[src/rtl/addsub_pkg.sv]
// Shared constants and types for the multi-nibble add/subtract sequencer.
package addsub_pkg;

    localparam int NIBBLE_W = 4;

    localparam logic MODE_ADD = 1'b1;
    localparam logic MODE_SUB = 1'b0;

    typedef enum logic [1:0] {
        IDLE = 2'd0,
        RUN  = 2'd1,
        DONE = 2'd2
    } state_e;

endpackage

[src/rtl/addsub_sequencer_if.sv]
// Operand/result handshake bundle between the switch front end and the sequencer.
interface addsub_sequencer_if #(
    parameter int NIBBLES = 4
);
    localparam int W = 4 * NIBBLES;

    logic         start;
    logic         setup;
    logic [W-1:0] a;
    logic [W-1:0] b;
    logic         ci;
    logic         busy;
    logic         done;
    logic [W-1:0] s;
    logic         co;

    modport master (
        output start, setup, a, b, ci,
        input  busy, done, s, co
    );

    modport slave (
        input  start, setup, a, b, ci,
        output busy, done, s, co
    );

endinterface

[src/rtl/nibble_addsub.sv]
// Combinational 4-bit add/subtract slice; co is carry-out on add, borrow-out on subtract.
module nibble_addsub
    import addsub_pkg::*;
(
    input  logic       mode,
    input  logic [3:0] a,
    input  logic [3:0] b,
    input  logic       ci,
    output logic [3:0] s,
    output logic       co
);

    logic [4:0] sum5;
    logic [4:0] diff5;

    // 5-bit arithmetic: bit 4 is carry for the sum, sign (borrow) for the difference
    always_comb begin
        sum5  = {1'b0, a} + {1'b0, b} + {4'b0000, ci};
        diff5 = {1'b0, a} - {1'b0, b} - {4'b0000, ci};
        s     = 4'h0;
        co    = 1'b0;
        case (mode)
            MODE_ADD: begin
                s  = sum5[3:0];
                co = sum5[4];
            end
            MODE_SUB: begin
                s  = diff5[3:0];
                co = diff5[4];
            end
            default: begin
                s  = 4'h0;
                co = 1'b0;
            end
        endcase
    end

endmodule

[src/rtl/addsub_sequencer.sv]
// Sequences one shared 4-bit add/subtract slice across NIBBLES nibbles, LSB first,
// chaining carry/borrow; result and carry are published only when the last nibble lands.
module addsub_sequencer #(
    parameter int NIBBLES = 4
) (
    input  logic              clk,
    input  logic              rst,
    addsub_sequencer_if.slave bus
);
    import addsub_pkg::*;

    localparam int W     = NIBBLE_W * NIBBLES;
    localparam int IDX_W = $clog2(NIBBLES);
    localparam logic [IDX_W-1:0] LAST_IDX = IDX_W'(NIBBLES - 1);

    state_e                           state_q;
    logic [NIBBLES-1:0][NIBBLE_W-1:0] a_q;
    logic [NIBBLES-1:0][NIBBLE_W-1:0] b_q;
    logic [NIBBLES-1:0][NIBBLE_W-1:0] work_q;
    logic [NIBBLES-1:0][NIBBLE_W-1:0] s_d;
    logic                             mode_q;
    logic                             carry_q;
    logic [IDX_W-1:0]                 idx_q;
    logic                             busy_q;
    logic                             done_q;
    logic [W-1:0]                     s_q;
    logic                             co_q;

    logic [NIBBLE_W-1:0] slice_a;
    logic [NIBBLE_W-1:0] slice_b;
    logic [NIBBLE_W-1:0] slice_s;
    logic                slice_co;

    // Nibble mux: feed the currently indexed operand nibbles to the shared slice
    always_comb begin
        slice_a = a_q[idx_q];
        slice_b = b_q[idx_q];
    end

    nibble_addsub u_slice (
        .mode (mode_q),
        .a    (slice_a),
        .b    (slice_b),
        .ci   (carry_q),
        .s    (slice_s),
        .co   (slice_co)
    );

    // Final word: earlier nibbles from the work register, top nibble straight from the slice
    always_comb begin
        s_d         = work_q;
        s_d[idx_q]  = slice_s;
    end

    // Control FSM with registered handshake and result outputs
    always_ff @(posedge clk) begin
        if (rst) begin
            state_q <= IDLE;
            a_q     <= '0;
            b_q     <= '0;
            work_q  <= '0;
            mode_q  <= MODE_SUB;
            carry_q <= 1'b0;
            idx_q   <= '0;
            busy_q  <= 1'b0;
            done_q  <= 1'b0;
            s_q     <= '0;
            co_q    <= 1'b0;
        end else begin
            done_q <= 1'b0;
            case (state_q)
                RUN: begin
                    work_q[idx_q] <= slice_s;
                    carry_q       <= slice_co;
                    idx_q         <= idx_q + 1'b1;
                    if (idx_q == LAST_IDX) begin
                        state_q <= DONE;
                        busy_q  <= 1'b0;
                        done_q  <= 1'b1;
                        s_q     <= s_d;
                        co_q    <= slice_co;
                        idx_q   <= '0;
                    end
                end
                IDLE, DONE: begin
                    // DONE accepts a new start just like IDLE, giving back-to-back operation
                    if (bus.start) begin
                        state_q <= RUN;
                        a_q     <= bus.a;
                        b_q     <= bus.b;
                        mode_q  <= bus.setup;
                        carry_q <= bus.ci;
                        idx_q   <= '0;
                        busy_q  <= 1'b1;
                    end else begin
                        state_q <= IDLE;
                    end
                end
                default: begin
                    state_q <= IDLE;
                    busy_q  <= 1'b0;
                    idx_q   <= '0;
                end
            endcase
        end
    end

    assign bus.busy = busy_q;
    assign bus.done = done_q;
    assign bus.s    = s_q;
    assign bus.co   = co_q;

endmodule

[src/flat_wrapper.sv]
// flat-port wrapper written by rule: the top's interface ports become plain ports
module addsub_sequencer_flat import addsub_pkg::*;
#(
    parameter int NIBBLES = 4
)
  (clk, rst, bus_start, bus_setup, bus_a, bus_b, bus_ci, bus_busy, bus_done, bus_s, bus_co);
  addsub_sequencer_if #(.NIBBLES(NIBBLES)) bus_i ();
  input  logic clk;
  input  logic rst;
  input wire logic [$bits(bus_i.start)-1:0] bus_start;
  input wire logic [$bits(bus_i.setup)-1:0] bus_setup;
  input wire logic [$bits(bus_i.a)-1:0] bus_a;
  input wire logic [$bits(bus_i.b)-1:0] bus_b;
  input wire logic [$bits(bus_i.ci)-1:0] bus_ci;
  output wire logic [$bits(bus_i.busy)-1:0] bus_busy;
  output wire logic [$bits(bus_i.done)-1:0] bus_done;
  output wire logic [$bits(bus_i.s)-1:0] bus_s;
  output wire logic [$bits(bus_i.co)-1:0] bus_co;
  assign bus_i.start = bus_start;
  assign bus_i.setup = bus_setup;
  assign bus_i.a = bus_a;
  assign bus_i.b = bus_b;
  assign bus_i.ci = bus_ci;
  assign bus_busy = bus_i.busy;
  assign bus_done = bus_i.done;
  assign bus_s = bus_i.s;
  assign bus_co = bus_i.co;
  addsub_sequencer #(.NIBBLES(NIBBLES)) u_core (.clk(clk), .rst(rst), .bus(bus_i));
endmodule
[config.mk]
export PLATFORM = sky130hd
export DESIGN_NAME = addsub_sequencer_flat
export DESIGN_NICKNAME = d
export VERILOG_FILES = /design/src/rtl/addsub_pkg.sv /design/src/rtl/addsub_sequencer_if.sv /design/src/rtl/nibble_addsub.sv /design/src/rtl/addsub_sequencer.sv /design/src/flat_wrapper.sv
export SDC_FILE = /design/constraint.sdc
export NUM_CORES = 1
export LEC_CHECK = 0
export ABC_AREA = 1
export BUFFER_PORTS_ARGS = -buffer_cell sky130_fd_sc_hd__clkbuf_2
export CAP_MARGIN = 15
export CELL_PAD_IN_SITES_DETAIL_PLACEMENT = 0
export CELL_PAD_IN_SITES_GLOBAL_PLACEMENT = 1
export CORE_AREA = 2 2 85 103
export DETAILED_ROUTE_END_ITERATION = 8
export DIE_AREA = 0 0 87 105
export HOLD_SLACK_MARGIN = 0.15
export PLACE_DENSITY_LB_ADDON = 0.1
export SLEW_MARGIN = 20
export SYNTH_ARGS = -nofsm -noshare
export SYNTH_HDL_FRONTEND = slang
export SYNTH_SLANG_ARGS = --single-unit
[constraint.sdc]
create_clock -name clk -period 8.08 [get_ports clk]
set_clock_uncertainty 0.2 [all_clocks]
set_input_delay 0.404 -clock clk [delete_from_list [all_inputs] [get_ports clk]]
set_output_delay 0.404 -clock clk [all_outputs]
set_load 0.005 [all_outputs]
==> out/metrics.yaml <==
outcome: "complete, no violations"
pin_count: 56
p_leak_nw: 1.765
hp-start: "bus_a[1]"
drt_iter0_drc: 104
multi_input_area_um2: 1564
peakVddDrop_uv: 107.0
r2r-end: "u_core.work_q[10]"
clkTransAtPathRegs_ns: 0.07
syn_nets: 456
cts_buffer_depth: 2
vias_per_cell: 4.771
floorplan.rows: 36
dieArea_um2: 9135
switching_share: 0.3121
setup_tns_ns: 0
fmax_mhz: 295.3
timing.hold.ws_ns: 0.1634
regArea_um2: 1381
hold_depth: 3
grt_pass1_wl_mm: 12.01
ctsResizeCount: 0
antenna_found_initial: 0
tightest_slew_ns: 0.9849
htree_num_levels: 3
postLayoutCoreUtil: 0.4922
synth_area_per_cell_um2: 7.823
diodes: 0
wire_per_inst_um: 12.27
p_seq_frac: 0.445
required_ns: 8.12
synth_top_area_cell: "dfxtp_1"
start_util: 0.3920
numCtsBuffers: 9
ant_nets: 0
path_class: "reg2reg"
hpwl_mm: 5.123
cap_violations: 0
drc: 0
power.density_nw_per_um2: 221.1
rsz0062_at_grt: "no"
cp.arrival_ns: 3.42
drt_wl_total_mm: 7.140
cts_root_buf: "clkbuf_8"
yosysTopAreaCellShare: 0.4371
routabilityCongestion: 0.8214
cts_setup_buffers: 0
cts_tree: "done"
cts.sinks: 69
nFillCells: 828
setup-violations-final: 0
min_period_ns: 3.386
firstDrtPassIters: 4
seq_area_frac_synth: 0.4371
r2r_cells: 13
grt_max_degree: 39
grt_pass1_vias: 2594
gr-total-overflow: 0
num_vias: 2777
hold_viol: 0
min_to: "u_core.a_q[1]"
core_area_um2: 8063
end_kind: "register"
synth_area_leaders: "dfxtp_1, o21ai_0, nor2_1, nand2_1, ha_1"
clkPwrFrac: 0.319
p_int_mw: 0.6038
reg2reg_slack_ns: 4.69
clock_latency_ns: 0.34
synth_cell_type_count: 32
yosysWarnings: 0
rr_startpoint: "u_core.idx_q[0]"
grt.total_usage: 0.1659
die_h_um: 105
ys_ff_latch: 69
start_kind: "register"
slew_headroom: 0.3427
drv_slew: 0
synthCells: 404
p_sw_mw: 0.2739
holdCritPathClass: "in2reg"
drive_gt1_frac: 0.1971
post-place-ws_ns: 4.684
areaGrowthSynthToFinish_pct: 25.57
syn_area_um2: 3161
path_max_fanout: 20
post-route-period-util: 0.4191
port_buffers: 55
die_w_um: 87
setup_ws_ns: 4.694
combPwrFrac: 0.236
final_nets: 534
[area by class of cell]
cell class / instances / share of cell area
inverter: 27 / 0.02869
timing repair buffer: 87 / 0.1488
clock buffer: 10 / 0.03468
sequential: 69 / 0.3480
clock inverter: 6 / 0.01576
multi-input combinational: 288 / 0.3941
tap: 95 / 0.02995
[cell usage after synthesis]
| library cell | instances |
|---|---|
| a21oi_1 | 22 |
| a22o_1 | 1 |
| a22oi_1 | 1 |
| a32oi_1 | 4 |
| and2_1 | 2 |
| buf_1 | 2 |
| buf_2 | 6 |
| buf_4 | 1 |
| buf_6 | 2 |
| clkbuf_1 | 9 |
| dfxtp_1 | 69 |
| fa_1 | 4 |
| ha_1 | 11 |
| inv_1 | 21 |
| inv_2 | 2 |
| inv_4 | 3 |
| inv_6 | 1 |
| nand2_1 | 62 |
| nand2_2 | 1 |
| nand3_1 | 10 |
| nor2_1 | 76 |
| nor2_8 | 4 |
| o2111ai_1 | 1 |
| o211ai_1 | 4 |
| o21a_1 | 1 |
| o21ai_0 | 60 |
| o21ai_1 | 6 |
| o21ai_2 | 9 |
| o22ai_1 | 3 |
| o31ai_1 | 1 |
| or2_2 | 3 |
| xor2_1 | 2 |
[layer usage]
metal  GRT usage  wire length, um
met5           0                0
met1      0.2008             3308
met3     0.03712              215
met2      0.2857             3523
met4     0.05357               93
[cells by family after synthesis]
| group | count (synthesis) | synth area share |
|---|---|---|
| AO/OA/AOI/OAI | 113 | 0.2035 |
| XOR/XNOR | 2 | 0.005543 |
| adder cells (fa/ha/maj) | 15 | 0.06888 |
| buffers and inverters | 47 | 0.06810 |
| flip-flops | 69 | 0.4371 |
| AND/OR/NAND/NOR | 158 | 0.2169 |
[state kept, by name, summed over array words and instances, names as in the netlist]
register         flops
u_core.b_q          16
u_core.bus.co        1
u_core.mode_q        1
u_core.state_q       2
u_core.bus.s        16
u_core.a_q          16
u_core.bus.busy      1
u_core.idx_q         2
u_core.work_q       12
u_core.bus.done      1
u_core.carry_q       1
[critical path, cell delays in order (launching register included)]
cell	delay [ns]
dfxtp_1	0.76
inv_4	0.21
o21ai_0	0.22
o22ai_1	0.17
fa_1	0.46
fa_1	0.40
nand2_1	0.08
o21ai_1	0.07
xor2_1	0.30
nand2_1	0.08
o21ai_1	0.13
nand2_1	0.07
o211ai_1	0.09
inv_1	0.05
[per-stage QoR]
| step | total power, mW | area (um^2) | instances |
|---|---|---|---|
| 6_report | 0.8777 | 3969 | 582 |
| 5_1_grt | 0.9414 | 3969 | 582 |
| 3_5_place_dp | 0.5991 | 3468 | 536 |
| 3_3_place_gp | 0.5953 | 3468 | 536 |
| 4_1_cts | 0.8920 | 3969 | 582 |
| 2_1_floorplan | 0.5420 | 3161 | 404 |
[power groups by stage]
stage / Combinational, mW / Clock [mW] / Sequential (mW)
5_1_grt: 0.240 / 0.306 / 0.395
4_1_cts: 0.211 / 0.289 / 0.392
3_3_place_gp: 0.196 / 0 / 0.399
2_1_floorplan: 0.149 / 0 / 0.393
6_report: 0.207 / 0.280 / 0.391
3_5_place_dp: 0.200 / 0 / 0.399
[cells in the final DEF, fill, tap and decap left out, types with 6 or more instances in the layout]
master / netlist / final
nor2_1: 76 / 76
dfxtp_1: 69 / 69
nand2_1: 62 / 62
o21ai_0: 60 / 60
clkbuf_2: 0 / 55
dlygate4sd3_1: 0 / 30
a21oi_1: 22 / 22
inv_1: 21 / 21
ha_1: 11 / 11
nand3_1: 10 / 10
clkbuf_8: 0 / 10
o21ai_2: 9 / 9
o21ai_1: 6 / 6
[timing repair]
action,in CTS,in global routing
endpoints found under the setup margin,0,0
endpoints found under the hold margin,30,0
hold buffers,30,0
[worst max-delay path by stage]
| stage | start | to | slack [ns] | depth (start not counted) |
|---|---|---|---|---|
| floorplan | u_core.idx_q[0] | u_core.work_q[10] | 5.15 | 15 |
| global placement | u_core.idx_q[0] | u_core.work_q[10] | 4.81 | 13 |
| detailed placement | u_core.idx_q[0] | u_core.work_q[10] | 4.68 | 13 |
| CTS | u_core.idx_q[0] | u_core.work_q[10] | 4.67 | 13 |
| global route | u_core.idx_q[0] | u_core.work_q[10] | 4.38 | 13 |
| finish | u_core.idx_q[0] | u_core.work_q[10] | 4.69 | 13 |
(Power assumes the default switching activity.)
